<file path="src/rtl/mem_stage_access_unit.sv">
// MEM-stage sequencer: converts an EX/MEM load/store into a dcache req/ready
// handshake, stalls the pipeline until completion and keeps access/wait counters.
module mem_stage_access_unit (
  input  logic        clk,
  input  logic        reset,
  input  logic        valid_in,
  input  logic        mem_read_in,
  input  logic        mem_write_in,
  input  logic [15:0] addr_in,
  input  logic [15:0] write_data_in,
  output logic        dcache_req,
  output logic        dcache_we,
  output logic [15:0] dcache_addr,
  output logic [15:0] dcache_wdata,
  input  logic        dcache_ready,
  input  logic [15:0] dcache_rdata,
  output logic        stall_mem,
  output logic [15:0] load_data_out,
  output logic        load_valid_out,
  output logic [15:0] access_count,
  output logic [15:0] wait_cycles
);

  typedef enum logic [1:0] {
    IDLE = 2'd0,
    REQ  = 2'd1,
    DONE = 2'd2
  } state_t;

  state_t      state_reg;
  logic        req_reg;
  logic        we_reg;
  logic [15:0] addr_reg;
  logic [15:0] wdata_reg;
  logic [15:0] load_data_reg;
  logic        load_valid_reg;
  logic [15:0] count_reg;
  logic [15:0] wait_reg;
  logic        access;

  assign access = valid_in & (mem_read_in | mem_write_in);

  // DONE never stalls, so EX/MEM advances on the edge leaving DONE and the
  // next instruction is first examined in IDLE.
  assign stall_mem = ((state_reg == IDLE) & access) | (state_reg == REQ);

  always_ff @(posedge clk) begin
    if (reset) begin
      state_reg      <= IDLE;
      req_reg        <= 1'b0;
      we_reg         <= 1'b0;
      addr_reg       <= 16'h0000;
      wdata_reg      <= 16'h0000;
      load_data_reg  <= 16'h0000;
      load_valid_reg <= 1'b0;
      count_reg      <= 16'h0000;
      wait_reg       <= 16'h0000;
    end else begin
      load_valid_reg <= 1'b0;
      case (state_reg)
        IDLE: begin
          if (access) begin
            state_reg <= REQ;
            req_reg   <= 1'b1;
            // Read+write together resolves to a store.
            we_reg    <= mem_write_in;
            addr_reg  <= addr_in;
            wdata_reg <= write_data_in;
          end
        end
        REQ: begin
          // The request runs to completion even if valid_in drops meanwhile.
          if (dcache_ready) begin
            state_reg <= DONE;
            req_reg   <= 1'b0;
            count_reg <= count_reg + 16'd1;
            if (!we_reg) begin
              load_data_reg  <= dcache_rdata;
              load_valid_reg <= 1'b1;
            end
          end else if (wait_reg != 16'hFFFF) begin
            wait_reg <= wait_reg + 16'd1;
          end
        end
        DONE: begin
          state_reg <= IDLE;
        end
        default: begin
          state_reg <= IDLE;
          req_reg   <= 1'b0;
        end
      endcase
    end
  end

  assign dcache_req     = req_reg;
  assign dcache_we      = we_reg;
  assign dcache_addr    = addr_reg;
  assign dcache_wdata   = wdata_reg;
  assign load_data_out  = load_data_reg;
  assign load_valid_out = load_valid_reg;
  assign access_count   = count_reg;
  assign wait_cycles    = wait_reg;

endmodule

</file>
<file path="config.mk">
export PLATFORM = sky130hd
export DESIGN_NAME = mem_stage_access_unit
export DESIGN_NICKNAME = d
export VERILOG_FILES = /design/src/rtl/mem_stage_access_unit.sv
export SDC_FILE = /design/constraint.sdc
export NUM_CORES = 1
export LEC_CHECK = 0
export CORE_UTILIZATION = 48
export CTS_BUF_LIST = sky130_fd_sc_hd__clkbuf_4 sky130_fd_sc_hd__clkbuf_8
export CTS_CLUSTER_DIAMETER = 80
export DETAILED_ROUTE_END_ITERATION = 10
export GPL_TIMING_DRIVEN = 0
export PLACE_DENSITY = 0.88
export SETUP_SLACK_MARGIN = 0.2
export SYNTH_ARGS = -nofsm -noshare
export SYNTH_HDL_FRONTEND = slang
export SYNTH_SLANG_ARGS = --single-unit
</file>
<file path="constraint.sdc">
create_clock -name clk -period 3.7 [get_ports clk]
set_input_delay 0.74 -clock clk [delete_from_list [all_inputs] [get_ports clk]]
set_output_delay 0.74 -clock clk [all_outputs]
set_load 0.01 [all_outputs]
</file>
==> results.toml, run 1 <==
[clocking]
clock_latency_ns = 0.35
cts_resized = 0
tritoncts = "built"
cts_buffer_depth = 2
cts_sinks = 85
path_clk_slew_ns = 0.07
cts_buffers = 9
cts_hold_buf = 0
cts_root_buf = "clkbuf_8"
htreeDepth = 3
post_cts_buffers = 0

[yosys]
async_flop_share = 0
synth_fp_nets = 463
yosys_warnings = 0
avgSynthCellArea_sq_um = 8.239
yosysTopAreaCellShare = 0.5075
ys.flop_type = "dfxtp_1"
synth_cells = 407
synth_top_area_cell = "dfxtp_1"
synth_area_leaders = "dfxtp_1 (51%), nand2_1 (12%), a21oi_1 (10%)"
synth_seq_area_share = 0.5075
synth-edff-count = 0
netlist_area_sq_um = 3353
ys_seq_elements = 85
yosysUniqueCellTypes = 36

[global_route]
grt_pass1_wl_microns = 14320
grt.overflow.total = 0
grt_pass1_vias = 3106
grt_usage = 0.2484
grt_antenna_before_repair = 0
grt_max_degree = 14

[placed_design]
gp_congestion = 0.7666
dpl_cell_area_sq_um = 4825
io_buffers = 137
place_worst_setup_slack_ns = 0.8298
hpwl_microns = 6588
placedCellCount = 624

[floorplanning]
die_area_sq_um = 7324
rows = 30
die_y_microns = 85.58
coreArea_sq_um = 6756
initial_core_util = 0.4963
io_pins = 138
die_w_microns = 85.58

[setup_path]
cp_max_fo = 3
rrSetupSlack_ns = 1.79
crit_slowest_cell = "clkdlybuf4s50_1"
cp.depth = 4
r2r_end = "wait_cycles[15]"
critical_path_buf_inv_count = 2
cpMostUsedCell = "clkdlybuf4s50_1"
rr_startpoint = "state_reg[0]"
path_class = "primary input to output pin"
startpoint_type = "primary input"
cp_cell_sequence = "clkdlybuf4s50_1 -> o21ai_0 -> a21oi_1 -> clkdlybuf4s50_1"
critPathArrivalTime_ns = 2.15
cpPeakStageDelay_ns = 0.51
crit_start = "mem_write_in"
endpoint_kind = "output pin"
endpoint = "stall_mem"
path_delay_family = "buffers and inverters"
crit_required_ns = 2.96
rr_worst_depth = 5

[detailed_routing]
dr_wl_met2_microns = 4306
wl_met1_microns = 3826
drtAntennaViolNets = 0
top_layer_used = "met4"
wl_met3_microns = 553
drc_errors = 0
first_pass_iters = 4
via_per_inst = 5.300
wire_per_inst_microns = 13.92
drt-initial-drc-count = 89
drt-total-wl_microns = 8911
vias = 3392

[sta]
hold_violations = 0
layout_min_cycle_time_ns = 2.892
setup_slack_ns = 0.8076
fmax_mhz = 345.7
finalCritPeriodShare = 0.7817
worst_pin_slew_ns = 0.7654
rsz0062_at_grt = "no"
worst_hold_slack_ns = 0.4559
tns_ns = 0
slew_headroom = 0.4858
drv_slew = 0
clock_skew_ns = 0.01037
final-setup-viol-count = 0

[cells_and_area]
fin_nets = 611
finalNonFillerCells = 640
drive_gt1_frac = 0.04464
areaGrowthSynthToFinish_pct = 49.85
fin_util = 0.7437
final_area_sq_um = 5025
antenna_cells = 0

[pwr]
power_mw = 1.848
p_leak_nw = 1.698
ir_worst_vdd_uv = 344.0
powerDensity_nw_per_um2 = 367.8

[status]
run_status = "finished clean"

[worst_hold_path]
min_path_type = "flip-flop to flip-flop"

[job]
drv_cap = 0
==> logic make-up after synthesis <==
kind of cell / share of synthesized area
adder cells (fa/ha/maj): 0.007461
multiplexers: 0.009328
buffers and inverters: 0.03283
flip-flops: 0.5075
XOR/XNOR: 0.02612
AO/OA/AOI/OAI: 0.1474
AND/OR/NAND/NOR: 0.2694
==> power breakdown <==
part	internal [mW]	switching, mW	leakage [nW]
sequential	0.946	0.0165	0.691
clock	0.343	0.307	0.103
combinational	0.129	0.106	0.905
==> worst register-to-register path: cells and delay by family, from the launching register on <==
family | cells | cell delay [ns]
AO/OA/AOI/OAI | 1 | 0.15
buffers and inverters | 1 | 0.18
flip-flops | 1 | 0.31
AND/OR/NAND/NOR | 3 | 1.20
==> per-layer routing <==
layer | vias to the layer above | track usage
met3 | 17 | 0.05967
met2 | 106 | 0.4153
li1 | 1706 | -
met5 | - | 0
met4 | 0 | 0.1303
met1 | 1563 | 0.2970
==> layout by cell type, fill, tap and decap left out, types with 2 or more instances in the layout <==
cell / synthesis / layout
nand4_1: 6 / 6
nor2_1: 18 / 18
clkbuf_8: 0 / 10
nand2b_1: 2 / 2
and4_1: 3 / 3
ha_1: 2 / 2
nand2_1: 107 / 107
xor2_1: 3 / 3
dfxtp_1: 85 / 85
or4_1: 8 / 8
clkinv_2: 0 / 2
mux2i_1: 2 / 2
or3_1: 11 / 11
o31ai_1: 9 / 9
and3_1: 2 / 2
xnor2_1: 7 / 7
clkbuf_4: 0 / 2
nor4_1: 5 / 5
a21oi_1: 70 / 70
clkdlybuf4s50_1: 0 / 137
clkbuf_1: 20 / 20
nand3_1: 8 / 8
inv_1: 8 / 8
o21ai_0: 10 / 10
nor3_1: 6 / 6
==> cell usage after synthesis (3+ instances only) <==
cell,instances
nor4_1,5
o21ai_0,10
xor2_1,3
nand4_1,6
inv_1,8
nor3_1,6
xnor2_1,7
nand2_1,107
o31ai_1,9
clkbuf_1,20
nand3_1,8
and4_1,3
or3_1,11
a21oi_1,70
nor2_1,18
or4_1,8
dfxtp_1,85
==> area by class of cell <==
type	instances	area, sq um
Buffer	21	80.08
Tap cell	80	100.1
Multi-Input combinational cell	293	1541
Fill cell	500	1732
Clock buffer	12	152.6
Timing Repair Buffer	137	1371
Inverter	8	30.03
Sequential cell	85	1702
Clock inverter	4	47.55
==> worst min-delay path by stage <==
stage	cells after the start	start	slack (ns)	end
5_1_grt	2	load_data_out[13]	0.47	load_data_out[13]
6_report	2	load_data_out[14]	0.46	load_data_out[14]
3_5_place_dp	2	dcache_addr[9]	0.45	dcache_addr[9]
2_1_floorplan	2	dcache_addr[0]	0.48	dcache_addr[0]
3_3_place_gp	2	load_data_out[15]	0.44	load_data_out[15]
4_1_cts	2	dcache_wdata[3]	0.46	dcache_wdata[3]
Power figures use the tool's default switching activity.
==> inputs of run 2 (changes only) <==
CORE_UTILIZATION = 44   (was 48)
PLACE_DENSITY = 0.82   (was 0.88)
clock period = 3 ns   (was 3.7 ns; I/O delays follow)
==> results.toml, run 2 (synthesis gave the netlist of run 1 again) <==
[cells_and_area]
fin_util = 0.6966
areaGrowthSynthToFinish_pct = 51.49
fin_nets = 611
finalNonFillerCells = 658
drive_gt1_frac = 0.04293
most-common-layout-cells = "clkdlybuf4s50_1 (137), nand2_1 (107), dfxtp_1 (85)"
final_common_cell = "clkdlybuf4s50_1"
antenna_cells = 0

[job]
drv_cap = 0

[global_route]
grt-busiest-layer = "met2"
grt_usage = 0.2288
grt_pass1_vias = 3083
grt.overflow.total = 0
grt_util_met2 = 0.3900
gr-usage-met3 = 0.04340
grt_pass1_wl_microns = 14040
grt.met1_usage = 0.2791
grt_max_degree = 14
grt_antenna_before_repair = 0

[floorplanning]
die_y_microns = 89.30
io_pins = 138
die_area_sq_um = 7974
die_w_microns = 89.30
rows = 31
initial_core_util = 0.4598
coreArea_sq_um = 7292

[sta]
hold_violations = 0
rsz0062_at_grt = "no"
finalCritPeriodShare = 0.8661
final-setup-viol-count = 0
layout_min_cycle_time_ns = 2.598
slew_headroom = 0.4712
drv_slew = 0
tns_ns = 0
clock_skew_ns = 0.01023
fmax_mhz = 384.9
worst_pin_slew_ns = 0.7872
setup_slack_ns = 0.4016

[detailed_routing]
drt-total-wl_microns = 9072
first_pass_iters = 4
via_per_inst = 5.143
vias = 3384
wire_per_inst_microns = 13.79
drtAntennaViolNets = 0
drc_errors = 0
drt-initial-drc-count = 111

[status]
run_status = "finished clean"

[setup_path]
rr_startpoint = "access_count[0]"
startpoint_type = "primary input"
crit_required_ns = 2.40
crit_slowest_cell = "clkdlybuf4s50_1"
cpMostUsedCell = "clkdlybuf4s50_1"
rr_worst_depth = 4
critPathArrivalTime_ns = 2.00
r2r_end = "access_count[14]"
cp_cell_sequence = "clkdlybuf4s50_1 -> o21ai_0 -> a21oi_1 -> clkdlybuf4s50_1"
rrSetupSlack_ns = 1.11
cpPeakStageDelay_ns = 0.58
endpoint_kind = "output pin"
path_class = "primary input to output pin"
cp_max_fo = 3

[clocking]
clock_latency_ns = 0.35
htreeDepth = 3
cts_root_buf = "clkbuf_8"
cts_resized = 0
cts_hold_buf = 0
path_clk_slew_ns = 0.07
cts_buffers = 9
cts_buffer_depth = 2
tritoncts = "built"
post_cts_buffers = 0
cts_sinks = 85

[worst_hold_path]
min_to = "dcache_addr[10]"
hp-start = "dcache_addr[10]"
min_path_type = "flip-flop to flip-flop"
whs_path_depth = 2

[pwr]
p_int_mw = 1.881
swShare = 0.2232
comb_power_share = 0.120
ir_worst_vdd_uv = 295.8
clkPwrFrac = 0.390
powerDensity_nw_per_um2 = 476.6
p_leak_nw = 1.715
power_mw = 2.421
switchingPower_mw = 0.5403
p_seq_frac = 0.491

[placed_design]
io_buffers = 137
place_worst_setup_slack_ns = 0.3614
hpwl_microns = 6806
placedCellCount = 643
gp_congestion = 0.7480
## run 2: cell types whose count changed in the layout (fill, tap and decap cells not counted), sizes merged
cell      before  now
bufinv         1    3
clkinvlp       1    0
clkbuf        32   30
## run 2: layout make-up
type / instances / area [sq um]
fill: 622 / 2212
sequential: 85 / 1702
multi-input combinational: 293 / 1541
timing repair buffer: 137 / 1371
clock buffer: 10 / 131.4
tap: 99 / 123.9
clock inverter: 5 / 100.1
buffer: 21 / 80.08
inverter: 8 / 30.03
## run 2: layer usage
metal | share of wire | vias up | routed length (microns)
met1 | 0.43 | 1563 | 3882
met2 | 0.49 | 99 | 4463
li1 | - | 1705 | -
met3 | 0.057 | 17 | 513
met5 | 0 | - | 0
met4 | 0.023 | 0 | 211
## run 2: worst max-delay path, delay by kind of cell
kind	cells	cell delay, ns
AO/OA/AOI/OAI	2	0.33
buffers and inverters	2	1.06
## run 2: power by group through the flow
stage / Combinational (mW) / Sequential [mW] / Clock [mW]
after floorplan: 0.0946 / 1.23 / 0
after global placement: 0.285 / 1.21 / 0
after detailed placement: 0.291 / 1.21 / 0
after CTS: 0.292 / 1.19 / 0.961
after global routing: 0.318 / 1.19 / 1.01
final: 0.290 / 1.19 / 0.944
## run 2: per-stage QoR
stage	hold slack (ns)	cell area, sq um
finish	0.4545	5080
global route	0.4753	5080
CTS	0.4560	5080
detailed placement	0.4467	4848
global placement	0.4411	4848
floorplan	0.4805	3353
## run 2: worst max-delay path by stage
stage	startpoint	end	slack (ns)	depth (start not counted)
4_1_cts	mem_write_in	stall_mem	0.40	4
3_3_place_gp	mem_write_in	stall_mem	0.37	4
2_1_floorplan	dcache_ready	access_count[15]	1.21	4
6_report	mem_write_in	stall_mem	0.40	4
5_1_grt	mem_write_in	stall_mem	0.32	4
3_5_place_dp	dcache_ready	access_count[14]	0.36	4
==> inputs of run 3 (changes only) <==
CAP_MARGIN = 20   (was default)
SETUP_SLACK_MARGIN = 0.5   (was 0.2)
TNS_END_PERCENT = 30   (was default)
==> results.toml, run 3 (synthesis gave the netlist of run 1 again) <==
[status]
run_status = "finished clean"

[placed_design]
io_buffers = 137
gp_congestion = 0.7480
place_worst_setup_slack_ns = 0.3614
hpwl_microns = 6806

[clocking]
cts_buffer_depth = 2
htreeDepth = 3
cts_root_buf = "clkbuf_8"
tritoncts = "built"
post_cts_buffers = 0
cts_buffers = 9
cts_sinks = 85
clock_latency_ns = 0.35
path_clk_slew_ns = 0.07

[setup_path]
path_class = "primary input to output pin"
critPathArrivalTime_ns = 1.77
cp_max_fo = 3
endpoint_kind = "output pin"
crit_required_ns = 2.40
startpoint_type = "primary input"

[cells_and_area]
fin_nets = 611
most-common-layout-cells = "clkdlybuf4s50_1 (136), nand2_1 (107), dfxtp_1 (85)"
antenna_cells = 0
drive_gt1_frac = 0.04293
multi_input_area_sq_um = 1541
seq_area_sq_um = 1702
fill_cells = 623
areaGrowthSynthToFinish_pct = 51.46
final_common_cell = "clkdlybuf4s50_1"

[detailed_routing]
drtAntennaViolNets = 0
drt-initial-drc-count = 109
vias = 3384
drc_errors = 0
drt-total-wl_microns = 9071
wire_per_inst_microns = 13.79
via_per_inst = 5.143
first_pass_iters = 4

[pwr]
p_leak_nw = 1.716
powerDensity_nw_per_um2 = 476.5
ir_worst_vdd_uv = 295.8

[sta]
hold_violations = 0
layout_min_cycle_time_ns = 2.371
worst_pin_slew_ns = 0.7872
rsz0062_at_grt = "no"
clock_skew_ns = 0.01023
fmax_mhz = 421.7
setup_slack_ns = 0.6286
finalCritPeriodShare = 0.7905
slew_headroom = 0.4712
final-setup-viol-count = 0
drv_slew = 0
tns_ns = 0

[floorplanning]
die_area_sq_um = 7974
rows = 31
initial_core_util = 0.4598
io_pins = 138
die_w_microns = 89.30
die_y_microns = 89.30
coreArea_sq_um = 7292

[global_route]
grt_pass1_wl_microns = 14040
grt_max_degree = 14
grt_antenna_before_repair = 0
grt_usage = 0.2288
grt_pass1_vias = 3083
grt.overflow.total = 0

[job]
drv_cap = 0

[worst_hold_path]
min_path_type = "flip-flop to flip-flop"
[run 3: changes by cell type in the layout (fill, tap and decap cells not counted)]
cell / change
clkdlybuf4s50_1: -1
dlygate4sd2_1: +1
[run 3: worst paths after layout]
path,from,endpoint,slack [ns],cells after the start
max,mem_write_in,stall_mem,0.63,4
min,dcache_addr[10],dcache_addr[10],0.45,2
max reg2reg,access_count[0],access_count[14],1.11,4
min reg2reg,dcache_addr[10],dcache_addr[10],0.45,2
[run 3: worst max-delay path: stages]
cell	delay (ns)
clkdlybuf4s50_1	0.43
o21ai_0	0.32
a21oi_1	0.12
dlygate4sd2_1	0.31
[run 3: area by class of cell]
| cell class | count | share of cell area |
|---|---|---|
| clock buffer | 10 | 0.02587 |
| tap | 99 | 0.02439 |
| sequential | 85 | 0.3351 |
| multi-input combinational | 293 | 0.3035 |
| buffer | 21 | 0.01577 |
| timing repair buffer | 137 | 0.2698 |
| clock inverter | 5 | 0.01971 |
| inverter | 8 | 0.005913 |
[run 3: through the flow]
step / cell area (sq um) / hold WS, ns / power (mW) / instances / util
detailed placement: 4848 / 0.4467 / 1.505 / 643 / 0.6649
finish: 5079 / 0.4545 / 2.420 / 658 / 0.6965
global route: 5079 / 0.4753 / 2.514 / 658 / 0.6965
CTS: 5079 / 0.4560 / 2.439 / 658 / 0.6965
global placement: 4848 / 0.4411 / 1.497 / 643 / 0.6649
floorplan: 3353 / 0.4805 / 1.324 / 407 / -
[run 3: routing by layer]
metal  vias up  routed length (microns)  global-route usage
met3        17                      513             0.04340
met2        99                     4463              0.3900
met4         0                      211              0.1082
met5         -                        0                   0
met1      1563                     3882              0.2791
li1       1705                        -                   -
[run 3: timing repair]
action	CTS	global route
resized for setup	1	0
setup endpoints to repair	1	0
hold buffers	0	0
hold endpoints to repair	0	0
[run 3: where the power goes]
group / internal [mW] / switching (mW)
Sequential: 1.17 / 0.0214
Clock: 0.555 / 0.389
Combinational: 0.158 / 0.130
==> patch (settings of run 2) <==
The 3 states of `state_t` get a one-hot encoding in 3 bits.
--- a/src/rtl/mem_stage_access_unit.sv
+++ b/src/rtl/mem_stage_access_unit.sv
@@ -21,10 +21,10 @@
   output logic [15:0] wait_cycles
 );
 
-  typedef enum logic [1:0] {
-    IDLE = 2'd0,
-    REQ  = 2'd1,
-    DONE = 2'd2
+  typedef enum logic [2:0] {
+    IDLE = 3'b001,
+    REQ  = 3'b010,
+    DONE = 3'b100
   } state_t;
 
   state_t      state_reg;
Behaviour: no difference found for any inputs over 10 cycles, from zero or initial values and one cycle with reset high; not proved beyond that.
==> patch against run 2 <==
  * Synthesized area increased by 2.4%
  * Sequential cell count increased by 1
  * First-iteration DRC count increased by 25%
  * Total power decreased by 5.7%
  * Final area increased by 0.96%
  * Routed wire length increased by 3.1%
  * Register-to-register slack got worse by 0.51 ns
  * Worst setup slack improved by 0.18 ns
==> patch: results (changes against run 2) <==
[placed_design]
dp.cells = 654  ; +1.7%
finalWeightedCongestion = 0.9206  ; +23%
pre_cts_ws_ns = 0.2243  ; -0.1371 ns
post-dp-hpwl_mm = 6.965  ; +2.3%
io_buffers = 136  ; -0.73%

[yosys]
synth-compound-area-share = 0.1486  ; +0.001246
synth-xor-area-share = 0.02550  ; -0.0006185
synthMuxAreaShare = 0.006193  ; -0.003135
yosys_warnings = 0  ; unchanged
synthAdderAreaFrac = 0.007286  ; -0.0001767
synthTopCellsByCount = nand2_1 (111), dfxtp_1 (86), a21oi_1 (68)
ys_seq_area_frac = 0.5013  ; -0.006188
syn_inst = 419  ; +2.9%
netlist_area_um2 = 3435  ; +2.4%
ys_async_sr_fraction = 0  ; unchanged
synth_nets = 475  ; +2.6%
synth_top_cells_by_area = dfxtp_1 (50%), nand2_1 (12%), a21oi_1 (9.9%)
synth_cell_types = 43  ; +19%

[routing]
routedWlPerCell_um = 13.96  ; +1.3%
drt-total-wl_mm = 9.356  ; +3.1%
drt-initial-drc-count = 139  ; +25%
drt_pass1_iterations = 5  ; +1
viasPerCell = 5.263  ; +2.3%

[layout]
nFillCells = 617  ; -0.80%
drive_gt1_frac = 0.04378  ; +0.0008490
final_nets = 622  ; +1.8%

[power]
p_leak_nw = 1.740  ; +1.5%
ir_drop_mv = 0.3327  ; +12%

[worst_setup_path]
r2r_end = wait_cycles[1]$_SDFFE_PP0P_
cp-endpoint = stall_mem
r2r_cells = 6  ; +2
r2r_setup_slack_ns = 0.60  ; -0.51 ns
r2r-start = wait_cycles[0]$_SDFFE_PP0P_
critPathLaunchType = input pin
cp.arrival_ns = 1.82  ; -0.18 ns

[sta]
setup_ws_ns = 0.5802  ; +0.1786 ns
fin_skew_ns = 0.01241  ; +0.002177 ns
maxSlewHeadroom = 0.3708  ; -0.1003

[clock_network]
clock_latency_ns = 0.34
clk_pin_slew_ns = 0.09  ; +0.02 ns

[grt]
grt_pass1_vias = 3422  ; +11%
grt_antenna_before_repair = 0  ; unchanged
grt_pass1_wl_mm = 15.65  ; +11%
gr-total-overflow = 0  ; unchanged
grt.total_usage = 0.2328  ; +0.003980
grt_max_degree = 16  ; +2

[worst_hold_path]
min_path_type = flop to flop

[status]
status = complete, no violations

[patch: cell count changes after synthesis, sizes merged, moves of 3 or more]
cell | before | now
xnor2 | 7 | 4
nand2 | 107 | 111
xor2 | 3 | 6
or4 | 8 | 5
nand3 | 8 | 12
nor2 | 18 | 21
inv | 8 | 5
buf | 1 | 5
o31ai | 9 | 4
nor3 | 6 | 3
o41ai | 1 | 4
[patch: logic make-up after synthesis]
group / Yosys count
AND/OR/NAND/NOR: 197
AO/OA/AOI/OAI: 93
flip-flops: 86
buffers and inverters: 29
XOR/XNOR: 10
multiplexers: 2
adder cells (fa/ha/maj): 2
[patch: power by group]
| group | internal, mW | switching, mW |
|---|---|---|
| Sequential | 1.17 | 0.0189 |
| Combinational | 0.141 | 0.116 |
| Clock | 0.414 | 0.420 |
[patch: final cells by class]
cell class	instances	area share
timing repair buffer	136	0.2659
tap	99	0.02415
clock inverter	6	0.01342
buffer	24	0.01952
sequential	86	0.3357
clock buffer	10	0.02684
inverter	5	0.003659
multi-input combinational	304	0.3108
[patch: worst min-delay path by stage]
stage | from | endpoint | slack [ns] | cells past startpoint
after floorplan | dcache_addr[0]$_SDFFE_PP0P_ | dcache_addr[0]$_SDFFE_PP0P_ | 0.48 | 2
after CTS | dcache_addr[8]$_SDFFE_PP0P_ | dcache_addr[8]$_SDFFE_PP0P_ | 0.46 | 2
after global placement | dcache_wdata[15]$_SDFFE_PP0P_ | dcache_wdata[15]$_SDFFE_PP0P_ | 0.44 | 2
after detailed placement | load_data_out[2]$_SDFFE_PP0P_ | load_data_out[2]$_SDFFE_PP0P_ | 0.45 | 2
final | dcache_addr[8]$_SDFFE_PP0P_ | dcache_addr[8]$_SDFFE_PP0P_ | 0.46 | 2
after global routing | load_data_out[2]$_SDFFE_PP0P_ | load_data_out[2]$_SDFFE_PP0P_ | 0.47 | 2
[patch: what timing repair did]
| item | CTS | global route |
|---|---|---|
| resized for setup | 0 | 1 |
| buffers inserted | 0 | 0 |
| endpoints found under the setup margin | 0 | 1 |
[patch: metal layers]
layer / GRT usage / routed length, µm / vias to the layer above
li1: - / - / 1744
met1: 0.2765 / 3884 / 1636
met2: 0.4046 / 4620 / 126
met3: 0.05051 / 608 / 20
met4: 0.09812 / 243 / 0
met5: 0 / 0 / -
[patch: stage by stage]
stage	total power, mW	hold slack (ns)	area [µm²]	utilization
global placement	1.470	0.4410	4920	0.6641
global route	2.383	0.4734	5129	0.6923
floorplan	1.313	0.4805	3435	-
finish	2.283	0.4565	5129	0.6923
CTS	2.299	0.4596	5126	0.6919
detailed placement	1.475	0.4479	4920	0.6641
[patch: worst max-delay path, cell delays in order]
cell and delay (ns):
clkdlybuf4s50_1 0.44, o21ai_0 0.37, o21a_1 0.16, nor2_1 0.04, dlymetal6s2s_1 0.20
